===== src/rtl/pipeline_debug_unit.sv =====
// pipeline_debug_unit
//   Byte-stream controller for the MIPS pipeline debug interface. It sits between a UART
//   byte RX/TX pair and the pipeline top. It loads a program word by word, then runs the
//   program continuously or single-steps it. After a run or a step it dumps the PC, the
//   register file and the data memory.
//
//   Commands, accepted only in idle:
//     'L' (0x4C) load
//     'R' (0x52) run
//     'S' (0x53) step
//
// Ports
//   i_clk, i_reset         clock; synchronous active-low reset
//   i_rx_data/i_rx_valid   received byte and its one-cycle strobe
//   o_tx_data/o_tx_valid   byte to transmit, held until i_tx_ready accepts it
//   o_write/o_instruction  one-cycle program-word write to the pipeline
//   o_enable               pipeline clock-enable
//   o_debug_addr           register/memory read address (held outside the dump)
//   i_pc, i_reg, i_mem     pipeline PC, register data and memory data at o_debug_addr
//   i_halt                 pipeline has retired HALT
//   o_busy                 high in every state except idle
//
// Optional feature: define PIPELINE_DEBUG_CYCLE_CNT_EN to count enabled cycles. The count
// is sent as an extra dump word right after the PC.
module pipeline_debug_unit #(
    parameter int unsigned        INST_SZ     = 32,
    parameter int unsigned        DBG_ADDR_SZ = 5,
    parameter int unsigned        IMEM_WORDS  = 64,
    parameter int unsigned        MEM_WORDS   = 32,
    parameter int unsigned        RD_LAT      = 1,
    parameter logic [INST_SZ-1:0] HALT_WORD   = 32'h0000003F
) (
    input  logic                   i_clk,
    input  logic                   i_reset,
    input  logic [7:0]             i_rx_data,
    input  logic                   i_rx_valid,
    output logic [7:0]             o_tx_data,
    output logic                   o_tx_valid,
    input  logic                   i_tx_ready,
    output logic                   o_write,
    output logic [INST_SZ-1:0]     o_instruction,
    output logic                   o_enable,
    output logic [DBG_ADDR_SZ-1:0] o_debug_addr,
    input  logic [INST_SZ-1:0]     i_pc,
    input  logic [INST_SZ-1:0]     i_reg,
    input  logic [INST_SZ-1:0]     i_mem,
    input  logic                   i_halt,
    output logic                   o_busy
);

    localparam int unsigned            WcW      = $clog2(IMEM_WORDS) + 1;
    localparam logic [1:0]             ByteLast = 2'(INST_SZ / 8 - 1);
    localparam logic [WcW-1:0]         WordLast = WcW'(IMEM_WORDS - 1);
    localparam logic [DBG_ADDR_SZ-1:0] RegLast  = DBG_ADDR_SZ'(31);
    localparam logic [DBG_ADDR_SZ-1:0] MemLast  = DBG_ADDR_SZ'(MEM_WORDS - 1);
    localparam logic [7:0]             LatLast  = 8'(RD_LAT);
    localparam logic [7:0]             CmdLoad  = 8'h4C;
    localparam logic [7:0]             CmdRun   = 8'h52;
    localparam logic [7:0]             CmdStep  = 8'h53;
    localparam logic [7:0]             AckByte  = 8'h4B;

    typedef enum logic [3:0] {
        StIdle, StLoad, StWrite, StAck, StRun, StStep, StStepWait,
        StDumpPc, StDumpAddr, StDumpSend
    } state_e;

    typedef enum logic [1:0] {SecPc, SecCnt, SecReg, SecMem} sec_e;

    state_e                 state_q, state_d;
    sec_e                   sec_q, sec_d;
    logic [1:0]             byte_cnt_q, byte_cnt_d;
    logic [WcW-1:0]         word_cnt_q, word_cnt_d;
    logic [INST_SZ-1:0]     instr_q, instr_d;
    logic [INST_SZ-1:0]     tx_word_q, tx_word_d;
    logic [DBG_ADDR_SZ-1:0] addr_q, addr_d;
    logic [7:0]             lat_q, lat_d;
    logic                   halted_q, halted_d;
`ifdef PIPELINE_DEBUG_CYCLE_CNT_EN
    logic [31:0]            cyc_q, cyc_d;
`endif

    always_ff @(posedge i_clk) begin
        if (!i_reset) begin
            state_q    <= StIdle;
            sec_q      <= SecPc;
            byte_cnt_q <= '0;
            word_cnt_q <= '0;
            instr_q    <= '0;
            tx_word_q  <= '0;
            addr_q     <= '0;
            lat_q      <= '0;
            halted_q   <= 1'b0;
`ifdef PIPELINE_DEBUG_CYCLE_CNT_EN
            cyc_q      <= '0;
`endif
        end else begin
            state_q    <= state_d;
            sec_q      <= sec_d;
            byte_cnt_q <= byte_cnt_d;
            word_cnt_q <= word_cnt_d;
            instr_q    <= instr_d;
            tx_word_q  <= tx_word_d;
            addr_q     <= addr_d;
            lat_q      <= lat_d;
            halted_q   <= halted_d;
`ifdef PIPELINE_DEBUG_CYCLE_CNT_EN
            cyc_q      <= cyc_d;
`endif
        end
    end

    always_comb begin
        state_d    = state_q;
        sec_d      = sec_q;
        byte_cnt_d = byte_cnt_q;
        word_cnt_d = word_cnt_q;
        instr_d    = instr_q;
        tx_word_d  = tx_word_q;
        addr_d     = addr_q;
        lat_d      = lat_q;
        halted_d   = halted_q;
        o_write    = 1'b0;
        o_enable   = 1'b0;
        o_tx_valid = 1'b0;
        o_tx_data  = 8'h00;
`ifdef PIPELINE_DEBUG_CYCLE_CNT_EN
        cyc_d      = cyc_q;
`endif

        case (state_q)
            StIdle: begin
                if (i_rx_valid) begin
                    case (i_rx_data)
                        CmdLoad: begin
                            state_d    = StLoad;
                            halted_d   = 1'b0;
                            byte_cnt_d = '0;
                            word_cnt_d = '0;
`ifdef PIPELINE_DEBUG_CYCLE_CNT_EN
                            cyc_d      = '0;
`endif
                        end
                        CmdRun:  state_d = StRun;
                        CmdStep: state_d = StStep;
                        default: ;
                    endcase
                end
            end
            StLoad: begin
                if (i_rx_valid) begin
                    instr_d    = {instr_q[INST_SZ-9:0], i_rx_data};
                    byte_cnt_d = byte_cnt_q + 2'd1;
                    if (byte_cnt_q == ByteLast) state_d = StWrite;
                end
            end
            StWrite: begin
                // Incoming bytes are deliberately dropped in this cycle.
                o_write    = 1'b1;
                word_cnt_d = word_cnt_q + WcW'(1);
                if (instr_q == HALT_WORD || word_cnt_q == WordLast) state_d = StAck;
                else                                                 state_d = StLoad;
            end
            StAck: begin
                o_tx_valid = 1'b1;
                o_tx_data  = AckByte;
                if (i_tx_ready) state_d = StIdle;
            end
            StRun: begin
                if (halted_q) begin
                    state_d = StDumpPc;
                end else if (i_halt) begin
                    // Enable is gated in the same cycle the halt is seen.
                    halted_d = 1'b1;
                    state_d  = StDumpPc;
                end else begin
                    o_enable = 1'b1;
                end
            end
            StStep: begin
                o_enable = ~halted_q;
                state_d  = StStepWait;
            end
            StStepWait: begin
                if (i_halt) halted_d = 1'b1;
                state_d = StDumpPc;
            end
            StDumpPc: begin
                tx_word_d  = i_pc;
                sec_d      = SecPc;
                byte_cnt_d = '0;
                state_d    = StDumpSend;
            end
            StDumpAddr: begin
                // o_debug_addr changed on entry; the read data is valid RD_LAT cycles later.
                if (lat_q == LatLast) begin
                    tx_word_d  = (sec_q == SecMem) ? i_mem : i_reg;
                    byte_cnt_d = '0;
                    state_d    = StDumpSend;
                end else begin
                    lat_d = lat_q + 8'd1;
                end
            end
            StDumpSend: begin
                o_tx_valid = 1'b1;
                o_tx_data  = tx_word_q[INST_SZ-1 -: 8];
                if (i_tx_ready) begin
                    tx_word_d  = tx_word_q << 8;
                    byte_cnt_d = byte_cnt_q + 2'd1;
                    if (byte_cnt_q == ByteLast) begin
                        lat_d = '0;
                        unique case (sec_q)
                            SecPc: begin
`ifdef PIPELINE_DEBUG_CYCLE_CNT_EN
                                sec_d     = SecCnt;
                                tx_word_d = INST_SZ'(cyc_q);
`else
                                sec_d   = SecReg;
                                addr_d  = '0;
                                state_d = StDumpAddr;
`endif
                            end
                            SecCnt: begin
                                sec_d   = SecReg;
                                addr_d  = '0;
                                state_d = StDumpAddr;
                            end
                            SecReg: begin
                                if (addr_q == RegLast) begin
                                    sec_d  = SecMem;
                                    addr_d = '0;
                                end else begin
                                    addr_d = addr_q + DBG_ADDR_SZ'(1);
                                end
                                state_d = StDumpAddr;
                            end
                            SecMem: begin
                                if (addr_q == MemLast) begin
                                    state_d = StIdle;
                                end else begin
                                    addr_d  = addr_q + DBG_ADDR_SZ'(1);
                                    state_d = StDumpAddr;
                                end
                            end
                        endcase
                    end
                end
            end
            default: state_d = StIdle;
        endcase

`ifdef PIPELINE_DEBUG_CYCLE_CNT_EN
        if (o_enable) cyc_d = cyc_q + 32'd1;
`endif
    end

    assign o_instruction = instr_q;
    assign o_debug_addr  = addr_q;
    assign o_busy        = (state_q != StIdle);

endmodule


===== config.mk =====
export PLATFORM = sky130hd
export DESIGN_NAME = pipeline_debug_unit
export DESIGN_NICKNAME = d
export VERILOG_FILES = /design/src/rtl/pipeline_debug_unit.sv
export SDC_FILE = /design/constraint.sdc
export NUM_CORES = 1
export LEC_CHECK = 0
export BUFFER_PORTS_ARGS = -buffer_cell sky130_fd_sc_hd__buf_2
export CORE_ASPECT_RATIO = 1.1
export CORE_MARGIN = 5
export CORE_UTILIZATION = 55
export DETAILED_ROUTE_END_ITERATION = 10
export GPL_TIMING_DRIVEN = 1
export HOLD_SLACK_MARGIN = 0.1
export PLACE_DENSITY = 0.89
export SLEW_MARGIN = 20
export SYNTH_ARGS = -nofsm -noshare
export SYNTH_HDL_FRONTEND = slang
export SYNTH_SLANG_ARGS = --single-unit

===== constraint.sdc =====
create_clock -name i_clk -period 3.3 [get_ports i_clk]
set_input_delay 0.33 -clock i_clk [delete_from_list [all_inputs] [get_ports i_clk]]
set_output_delay 0.33 -clock i_clk [all_outputs]
set_load 0.02 [all_outputs]

==> flow_metrics.tcl, run 1 <==
set metrics [dict create \
    status "finished clean" \
    report.final.slew_viol_count 0 \
    top_layer "met4" \
    syn_to_final_growth_pct 22.0 \
    seqPwrFrac_pct 54.5 \
    die_h_um 109 \
    final_antenna_net_count 0 \
    drive_gt1_share_pct 32.5 \
    dr_wl_met3_um 997 \
    rsz0062_at_grt "no" \
    finalCritPeriodShare_pct 84.7 \
    slew_headroom_pct 40.4 \
    avgRoutedWirePerCell_um 17.4 \
    comb_power_share_pct 7.2 \
    syn_avg_cell_area_um2 8.83 \
    grt.overflow.total 0 \
    worstPathArrival_ns 3.04 \
    clkTransAtPathRegs_ns 0.09 \
    ys_seq_area_share_pct 37.8 \
    numCtsBuffers 9 \
    post-cts-setup-buffer-count 0 \
    yosys.area.top_type "dfxtp_1" \
    drt_iter0_drc 463 \
    grt_max_degree 53 \
    tightestPinTransition_ns 0.892 \
    place_hpwl_um 10300 \
    maxCapViolCount 0 \
    netlist.area_leader.share_pct 37.8 \
    yosysWarnings 0 \
    core_area_um2 8830 \
    power.share.clock_pct 38.3 \
    crit_path_end_kind "register" \
    route.detailed.drc 0 \
    layout_commonest_cell "buf_2" \
    setup_viol 0 \
    drtPass1Iterations 5 \
    initial_utilization_pct 55.8 \
    vias_per_cell 6.05 \
    worstSkewPairLatency_ns 0.36 \
    dr_wl_met2_um 7260 \
    antenna_found_initial 0 \
    ctsResizeCount 0 \
    leakagePower_nw 2.97 \
    internal_power_mw 1.60 \
    p_switching_mw 0.460 \
    syn_inst 558 \
    post-route-util_pct 68.1 \
    synthTopCellsByArea "dfxtp_1 38%, nand2_1 8.8%, mux2_2 7.3%" \
    synth.cell_area_um2 4930 \
    layout.nets 811 \
    skew_ns 0.00792 \
    vias 4930 \
    hold_violations 0 \
    globalplace.congestion 0.906 \
    crit_type "reg -> reg" \
    fin_setup_tns_ns 0 \
    num-fill-cells 697 \
    rows 36 \
    routed_wl_um 14100 \
    ir_worst_vdd_mv 0.203 \
    cts-root-buf "clkbuf_8" \
    grt_pass1_wl_um 22100 \
    async_flop_share_pct 0 \
    cts_hold_repair.buffers 0 \
    p_per_area_nw_per_um2 343 \
    cts-htree-levels 3 \
    final-instance-count-excl-fill 815 \
    cp_max_fo 42 \
    die_x_um 100 \
    max_stage_delay_ns 0.60 \
    placedCellCount 798 \
    diodes 0 \
    switching_share_pct 22.3 \
    cp-start-kind "register" \
    synth_nets 673 \
    finalCriticalPeriod_ns 2.79 \
    synthFlopType "dfxtp_1" \
    grt_usage_pct 24.9 \
    grt_pass1_vias 4586 \
    synthDistinctLibCells 54 \
    ios 158 \
    cts_tree "yes" \
    port_buffers 157 \
    required_ns 3.55 \
    fmax_mhz 358 \
    layout_common_cells "157 x buf_2, 116 x nand2_1, 93 x dfxtp_1" \
    cpMaxStageDelayCell "o221a_2" \
    synth_edf_count 0 \
    fp.dieArea_um2 11000 \
    ys_ff_latch 93 \
    cts.sinks 93 \
    clockBufferDepth 2 \
    crit_chain "ha_1 -> or4b_4 -> o41ai_4 -> o221a_2 -> buf_12 -> nand4_1 -> o211a_1" \
    hold_class "in -> reg" \
    wirelength_met1_um 5550 \
]
-- power groups by stage --
stage	combinational [mW]	sequential, mW	clock, mW
final	0.149	1.12	0.788
after detailed placement	0.146	1.15	0
after CTS	0.147	1.12	0.798
after global placement	0.143	1.15	0
after global routing	0.160	1.12	0.856
after floorplan	0.0652	1.15	0
-- path summary, 6_finish.rpt --
check                            startpoint                        endpoint  slack, ns  cells past startpoint
max                   lat_q[0]$_SDFFE_PN0P_      tx_word_q[27]$_SDFFE_PN0P_       0.51                      7
min                            i_rx_data[2]   o_instruction[2]$_SDFFE_PN0P_       0.24                      3
max reg2reg           lat_q[0]$_SDFFE_PN0P_      tx_word_q[27]$_SDFFE_PN0P_       0.51                      7
min reg2reg  o_instruction[29]$_SDFFE_PN0P_  o_instruction[29]$_SDFFE_PN0P_       0.48                      2
-- stage by stage --
stage / total power [mW] / hold slack (ns) / instance area (um2) / worst slack (ns)
finish: 2.06 / 0.242 / 6010 / 0.506
global route: 2.14 / 0.225 / 6010 / 0.336
CTS: 2.07 / 0.233 / 5990 / 0.536
detailed placement: 1.30 / 0.464 / 5780 / 0.605
global placement: 1.29 / 0.447 / 5780 / 0.764
floorplan: 1.21 / 0.438 / 4930 / 1.14
-- cell usage after synthesis (all sizes together) (10+ instances only) --
master	n
nand2	116
nand4	11
dfxtp	93
clkbuf	32
buf	10
mux2	32
o21ai	11
a21boi	35
nor2	26
nand3	16
o211a	33
a222oi	18
xor2	12
-- flip-flops by register name (all words and copies together), names as in the netlist --
signal         count
lat_q              8
o_debug_addr       5
byte_cnt_q         2
o_instruction     32
state_q            4
halted_q           1
word_cnt_q         7
tx_word_q         32
sec_q              2
-- cell families after synthesis --
group / count (synthesis) / synth area share, %
AND/OR/NAND/NOR: 227 / 22.7
AO/OA/AOI/OAI: 136 / 23.3
flip-flops: 93 / 37.8
buffers and inverters: 47 / 4.24
multiplexers: 36 / 8.13
XOR/XNOR: 13 / 2.31
adder cells (fa/ha/maj): 6 / 1.52
-- worst max-delay path, delay by kind of cell (launching register included) --
family | cells | cell delay [ns]
adders and majority gates | 1 | 0.19
AOI/OAI and AO/OA | 3 | 1.18
buffers and inverters | 1 | 0.26
DFF | 1 | 0.46
and+or+nand+nor | 2 | 0.59
-- layer usage --
metal | up-vias | track usage (%)
li1 | 2327 | -
met1 | 2355 | 31.2
met2 | 219 | 42.2
met3 | 29 | 5.18
met4 | 0 | 9.34
met5 | - | 0
-- cell type report --
cell class	instances	area, um2	share of cell area, %
flip-flops and latches	93	1860	31.0
clock buffers	12	155	2.58
clock inverters	4	55.1	0.916
multi-input cells	418	2880	47.9
repair buffers	169	896	14.9
well taps	114	143	2.37
inverters	5	18.8	0.312
No activity file was read; power rests on OpenSTA's default activity.
==> run 2, diff against run 1 <==
--- a/config.mk
+++ b/config.mk
@@ -8,11 +8,11 @@
 export BUFFER_PORTS_ARGS = -buffer_cell sky130_fd_sc_hd__buf_2
 export CORE_ASPECT_RATIO = 1.1
 export CORE_MARGIN = 5
-export CORE_UTILIZATION = 55
+export CORE_UTILIZATION = 51
 export DETAILED_ROUTE_END_ITERATION = 10
 export GPL_TIMING_DRIVEN = 1
 export HOLD_SLACK_MARGIN = 0.1
-export PLACE_DENSITY = 0.89
+export PLACE_DENSITY = 0.84
 export SLEW_MARGIN = 20
 export SYNTH_ARGS = -nofsm -noshare
 export SYNTH_HDL_FRONTEND = slang
==> constraint.sdc (replaced) <==
create_clock -name i_clk -period 2.75 [get_ports i_clk]
set_input_delay 0.275 -clock i_clk [delete_from_list [all_inputs] [get_ports i_clk]]
set_output_delay 0.275 -clock i_clk [all_outputs]
set_load 0.02 [all_outputs]
==> run 2 against run 1 <==
Effect of this change: non-clock buffer count up 2; critical path depth fell by 2; largest power group unchanged; sequential share of layout area is 0.058 points higher; final cell count grew 0.61%.
==> flow_metrics.tcl, run 2 (same netlist as run 1, synthesis figures left out) <==
set metrics [dict create \
    status "finished clean" \
    leakagePower_nw 2.97 \
    dr_wl_met3_um 762 \
    min_from "i_rx_data[7]" \
    critPathMostFrequentCell "buf_4" \
    post-route-util_pct 63.8 \
    report.final.slew_viol_count 0 \
    internal_power_mw 1.80 \
    placedCellCount 804 \
    r2r_setup_slack_ns 0.43 \
    clkTransAtPathRegs_ns 0.11 \
    antenna_found_initial 0 \
    worstPathArrival_ns 2.33 \
    avgRoutedWirePerCell_um 16.4 \
    cts-htree-levels 3 \
    fmax_mhz 383 \
    cts.sinks 93 \
    clockBufferDepth 2 \
    fp.dieArea_um2 11700 \
    cpMaxStageDelayCell "dfxtp_1" \
    grt_usage_pct 22.1 \
    design_area_um2 6000 \
    power.share.clock_pct 36.6 \
    cp-start-kind "register" \
    seq_area_um2 1860 \
    route.detailed.drc 0 \
    die_h_um 113 \
    hold_class "in -> reg" \
    vias_per_cell 5.84 \
    comb_power_share_pct 7.4 \
    finalCritPeriodShare_pct 94.9 \
    place_hpwl_um 9910 \
    grt_max_degree 65 \
    required_ns 2.48 \
    top_layer "met4" \
    maxCapViolCount 0 \
    tightestPinTransition_ns 0.699 \
    final_antenna_net_count 0 \
    rr_startpoint "state_q[3]$_SDFFE_PN0P_" \
    diodes 0 \
    dpl-instance-area_um2 5810 \
    grt.overflow.total 0 \
    ctsResizeCount 0 \
    max_stage_delay_ns 0.66 \
    hold_violations 0 \
    num-fill-cells 791 \
    p_per_area_nw_per_um2 402 \
    numCtsBuffers 9 \
    fin_setup_tns_ns 0 \
    port_buffers 157 \
    rsz0062_at_grt "no" \
    switching_share_pct 25.4 \
    layout_setup_ws_ns 0.141 \
    dr_wl_met2_um 6820 \
    die_x_um 104 \
    setup_viol 0 \
    p_total_mw 2.41 \
    globalplace.congestion 0.925 \
    ios 158 \
    drt_iter0_drc 477 \
    finalCriticalPeriod_ns 2.61 \
    crit_path_end_kind "output pin" \
    worstSkewPairLatency_ns 0.37 \
    dp_slack_ns 0.516 \
    cts_tree "yes" \
    crit_type "reg -> out" \
    syn_to_final_growth_pct 21.7 \
    skew_ns 0.0169 \
    rows 37 \
    grt_pass1_vias 4647 \
    layout.nets 813 \
    slew_headroom_pct 53.0 \
    drtPass1Iterations 7 \
    vias 4788 \
    ir_worst_vdd_mv 0.262 \
    multi_input_area_um2 2880 \
    crit_start "state_q[0]$_SDFFE_PN0P_" \
    initial_utilization_pct 52.4 \
    p_switching_mw 0.611 \
    layout_commonest_cell "buf_2" \
    cts_hold_repair.buffers 0 \
    final-instance-count-excl-fill 820 \
    cp_max_fo 28 \
    post-cts-setup-buffer-count 0 \
    drive_gt1_share_pct 32.9 \
    cts-root-buf "clkbuf_8" \
    hold_slack_ns 0.165 \
    routed_wl_um 13500 \
    layout_common_cells "157 x buf_2, 116 x nand2_1, 93 x dfxtp_1" \
    crit_chain "buf_4 -> nor4bb_4 -> buf_4 -> and2_1 -> buf_2" \
    wirelength_met1_um 5580 \
    grt_pass1_wl_um 22100 \
    core_area_um2 9400 \
    seqPwrFrac_pct 56.0 \
]
[run 2: layer usage]
layer	GRT usage, %	vias up
met5	0	-
met4	8.81	0
met3	4.39	28
met2	36.7	167
met1	28.4	2252
li1	-	2341
[run 2: final cells by class]
type | count | area share (%)
Multi-Input combinational cell | 418 | 48.0
Sequential cell | 93 | 31.0
Timing Repair Buffer | 171 | 15.1
Tap cell | 117 | 2.44
Clock buffer | 9 | 2.07
Clock inverter | 7 | 1.06
Inverter | 5 | 0.313
[run 2: worst paths after layout]
path | depth (start not counted) | end
min | 3 | o_instruction[7]$_SDFFE_PN0P_
min reg2reg | 2 | o_instruction[26]$_SDFFE_PN0P_
max reg2reg | 5 | lat_q[7]$_SDFFE_PN0P_
max | 5 | o_tx_data[2]
[run 2: power by group through the flow]
stage	registers [mW]	clock network, mW	logic [mW]
global route	1.35	0.953	0.195
floorplan	1.38	0	0.0782
finish	1.35	0.881	0.179
detailed placement	1.38	0	0.176
CTS	1.35	0.893	0.178
global placement	1.38	0	0.174
[run 2: worst max-delay path: cells and delay by family, from the launching register on]
kind / cells / cell delay (ns)
AND/OR/NAND/NOR: 2 / 0.51
flip-flops: 1 / 0.66
buffers and inverters: 3 / 0.80
==> run 3, diff against run 2 <==
==> constraint.sdc (replaced) <==
create_clock -name i_clk -period 2.75 [get_ports i_clk]
set_input_delay 0.275 -clock i_clk [delete_from_list [all_inputs] [get_ports i_clk]]
set_output_delay 0.275 -clock i_clk [all_outputs]
set_load 0.1 [all_outputs]
==> run 3 against run 2 <==
Effect of this change: highest routed layer unchanged; clock skew fell by 0.0036 ns; global-route usage increased by 0.13 points; clock-buffer cell count unchanged.
==> flow_metrics.tcl, run 3 (same netlist as run 1, synthesis figures left out) <==
set metrics [dict create \
    drive_gt1_share_pct 33.1 \
    rows 37 \
    layout.nets 814 \
    route.detailed.drc 0 \
    avgRoutedWirePerCell_um 16.7 \
    report.final.slew_viol_count 0 \
    worstPathArrival_ns 2.23 \
    cp-start-kind "register" \
    hold-path-endpoint "o_instruction[5]$_SDFFE_PN0P_" \
    r2r_end "state_q[0]$_SDFFE_PN0P_" \
    syn_to_final_growth_pct 25.0 \
    p_total_mw 2.45 \
    reg2reg_depth 7 \
    grt_pass1_wl_um 22000 \
    grt_usage_pct 22.3 \
    die_h_um 113 \
    fmax_mhz 399 \
    cts_tree "yes" \
    ir_worst_vdd_mv 0.201 \
    skew_ns 0.0133 \
    min_from "i_rx_data[5]" \
    final_antenna_net_count 0 \
    crit_type "reg -> out" \
    routed_wl_um 13700 \
    rr_startpoint "lat_q[0]$_SDFFE_PN0P_" \
    crit_path_end_kind "output pin" \
    core_area_um2 9400 \
    layout_commonest_cell "buf_2" \
    slew_headroom_pct 53.0 \
    hold_class "in -> reg" \
    setup_viol 0 \
    vias_per_cell 5.89 \
    maxCapViolCount 0 \
    r2r_setup_slack_ns 0.41 \
    rsz0062_at_grt "no" \
    fp.dieArea_um2 11700 \
    drtPass1Iterations 7 \
    die_x_um 104 \
    cts-root-buf "clkbuf_8" \
    status "finished clean" \
    required_ns 2.48 \
    initial_utilization_pct 52.4 \
    globalplace.congestion 0.913 \
    place_hpwl_um 10200 \
    port_buffers 157 \
    finalCriticalPeriod_ns 2.51 \
    cts.sinks 93 \
    grt_max_degree 65 \
    cp_max_fo 25 \
    clkTransAtPathRegs_ns 0.09 \
    fin_setup_tns_ns 0 \
    ios 158 \
    leakagePower_nw 3.00 \
    layout_common_cells "149 x buf_2, 116 x nand2_1, 92 x dfxtp_1" \
    p_per_area_nw_per_um2 397 \
    worstSkewPairLatency_ns 0.37 \
    diodes 0 \
    worstHoldPathCells 3 \
    cts-htree-levels 3 \
    vias 4830 \
    numCtsBuffers 9 \
    tightestPinTransition_ns 0.700 \
    hold_slack_ns 0.176 \
    cts_hold_repair.buffers 0 \
    finalCritPeriodShare_pct 91.1 \
    antenna_found_initial 0 \
    grt.overflow.total 0 \
    post-cts-setup-buffer-count 0 \
    drt_iter0_drc 522 \
    clockBufferDepth 2 \
    grt_pass1_vias 4645 \
    hold_violations 0 \
]
run 3: report_power, final:
| group | internal (mW) | switching, mW |
|---|---|---|
| registers | 1.35 | 0.00193 |
| logic | 0.100 | 0.0828 |
| clock network | 0.421 | 0.494 |
| total | 1.87 | 0.579 |
run 3: area by class of cell:
cell class | instances | area [um2]
clock buffer | 9 | 124
clock inverter | 6 | 70.1
fill | 741 | 3240
inverter | 5 | 18.8
multi-input combinational | 418 | 2890
sequential | 93 | 1860
tap | 117 | 146
timing repair buffer | 172 | 1040
run 3: routing by layer:
layer	wire (um)	vias to the layer above	GRT usage, %
met5	0	-	0
met4	319	0	8.20
met3	1070	31	5.36
met2	6800	202	37.0
met1	5510	2258	28.2
li1	-	2339	-
run 3: through the flow:
stage | util (%) | area (um2) | setup WS [ns] | std cells
global route | 65.5 | 6160 | 0.0943 | 820
detailed placement | 63.5 | 5960 | 0.455 | 805
global placement | 63.5 | 5960 | 0.555 | 805
floorplan | - | 4940 | 0.0295 | 558
CTS | 65.5 | 6160 | 0.124 | 820
finish | 65.5 | 6160 | 0.244 | 820
run 3: critical path, cell delays in order, from the launching register on:
cell      delay (ns)
dfxtp_1         0.66
nor4bb_4        0.42
buf_4           0.35
and2_1          0.24
buf_12          0.19
run 3: how the worst max path moves through the flow:
stage | start | end | slack [ns]
after floorplan | state_q[1]$_SDFFE_PN0P_ | word_cnt_q[2]$_SDFFE_PN0P_ | 0.03
after global placement | state_q[0]$_SDFFE_PN0P_ | o_tx_data[7] | 0.56
after detailed placement | lat_q[0]$_SDFFE_PN0P_ | state_q[0]$_SDFFE_PN0P_ | 0.45
after CTS | state_q[0]$_SDFFE_PN0P_ | o_tx_data[7] | 0.12
after global routing | state_q[3]$_SDFFE_PN0P_ | o_tx_data[4] | 0.09
final | state_q[3]$_SDFFE_PN0P_ | o_tx_data[7] | 0.24
run 3: what timing repair did:
item	CTS	global route
setup endpoints to repair	0	4
hold endpoints to repair	0	0
gates resized for setup	0	1
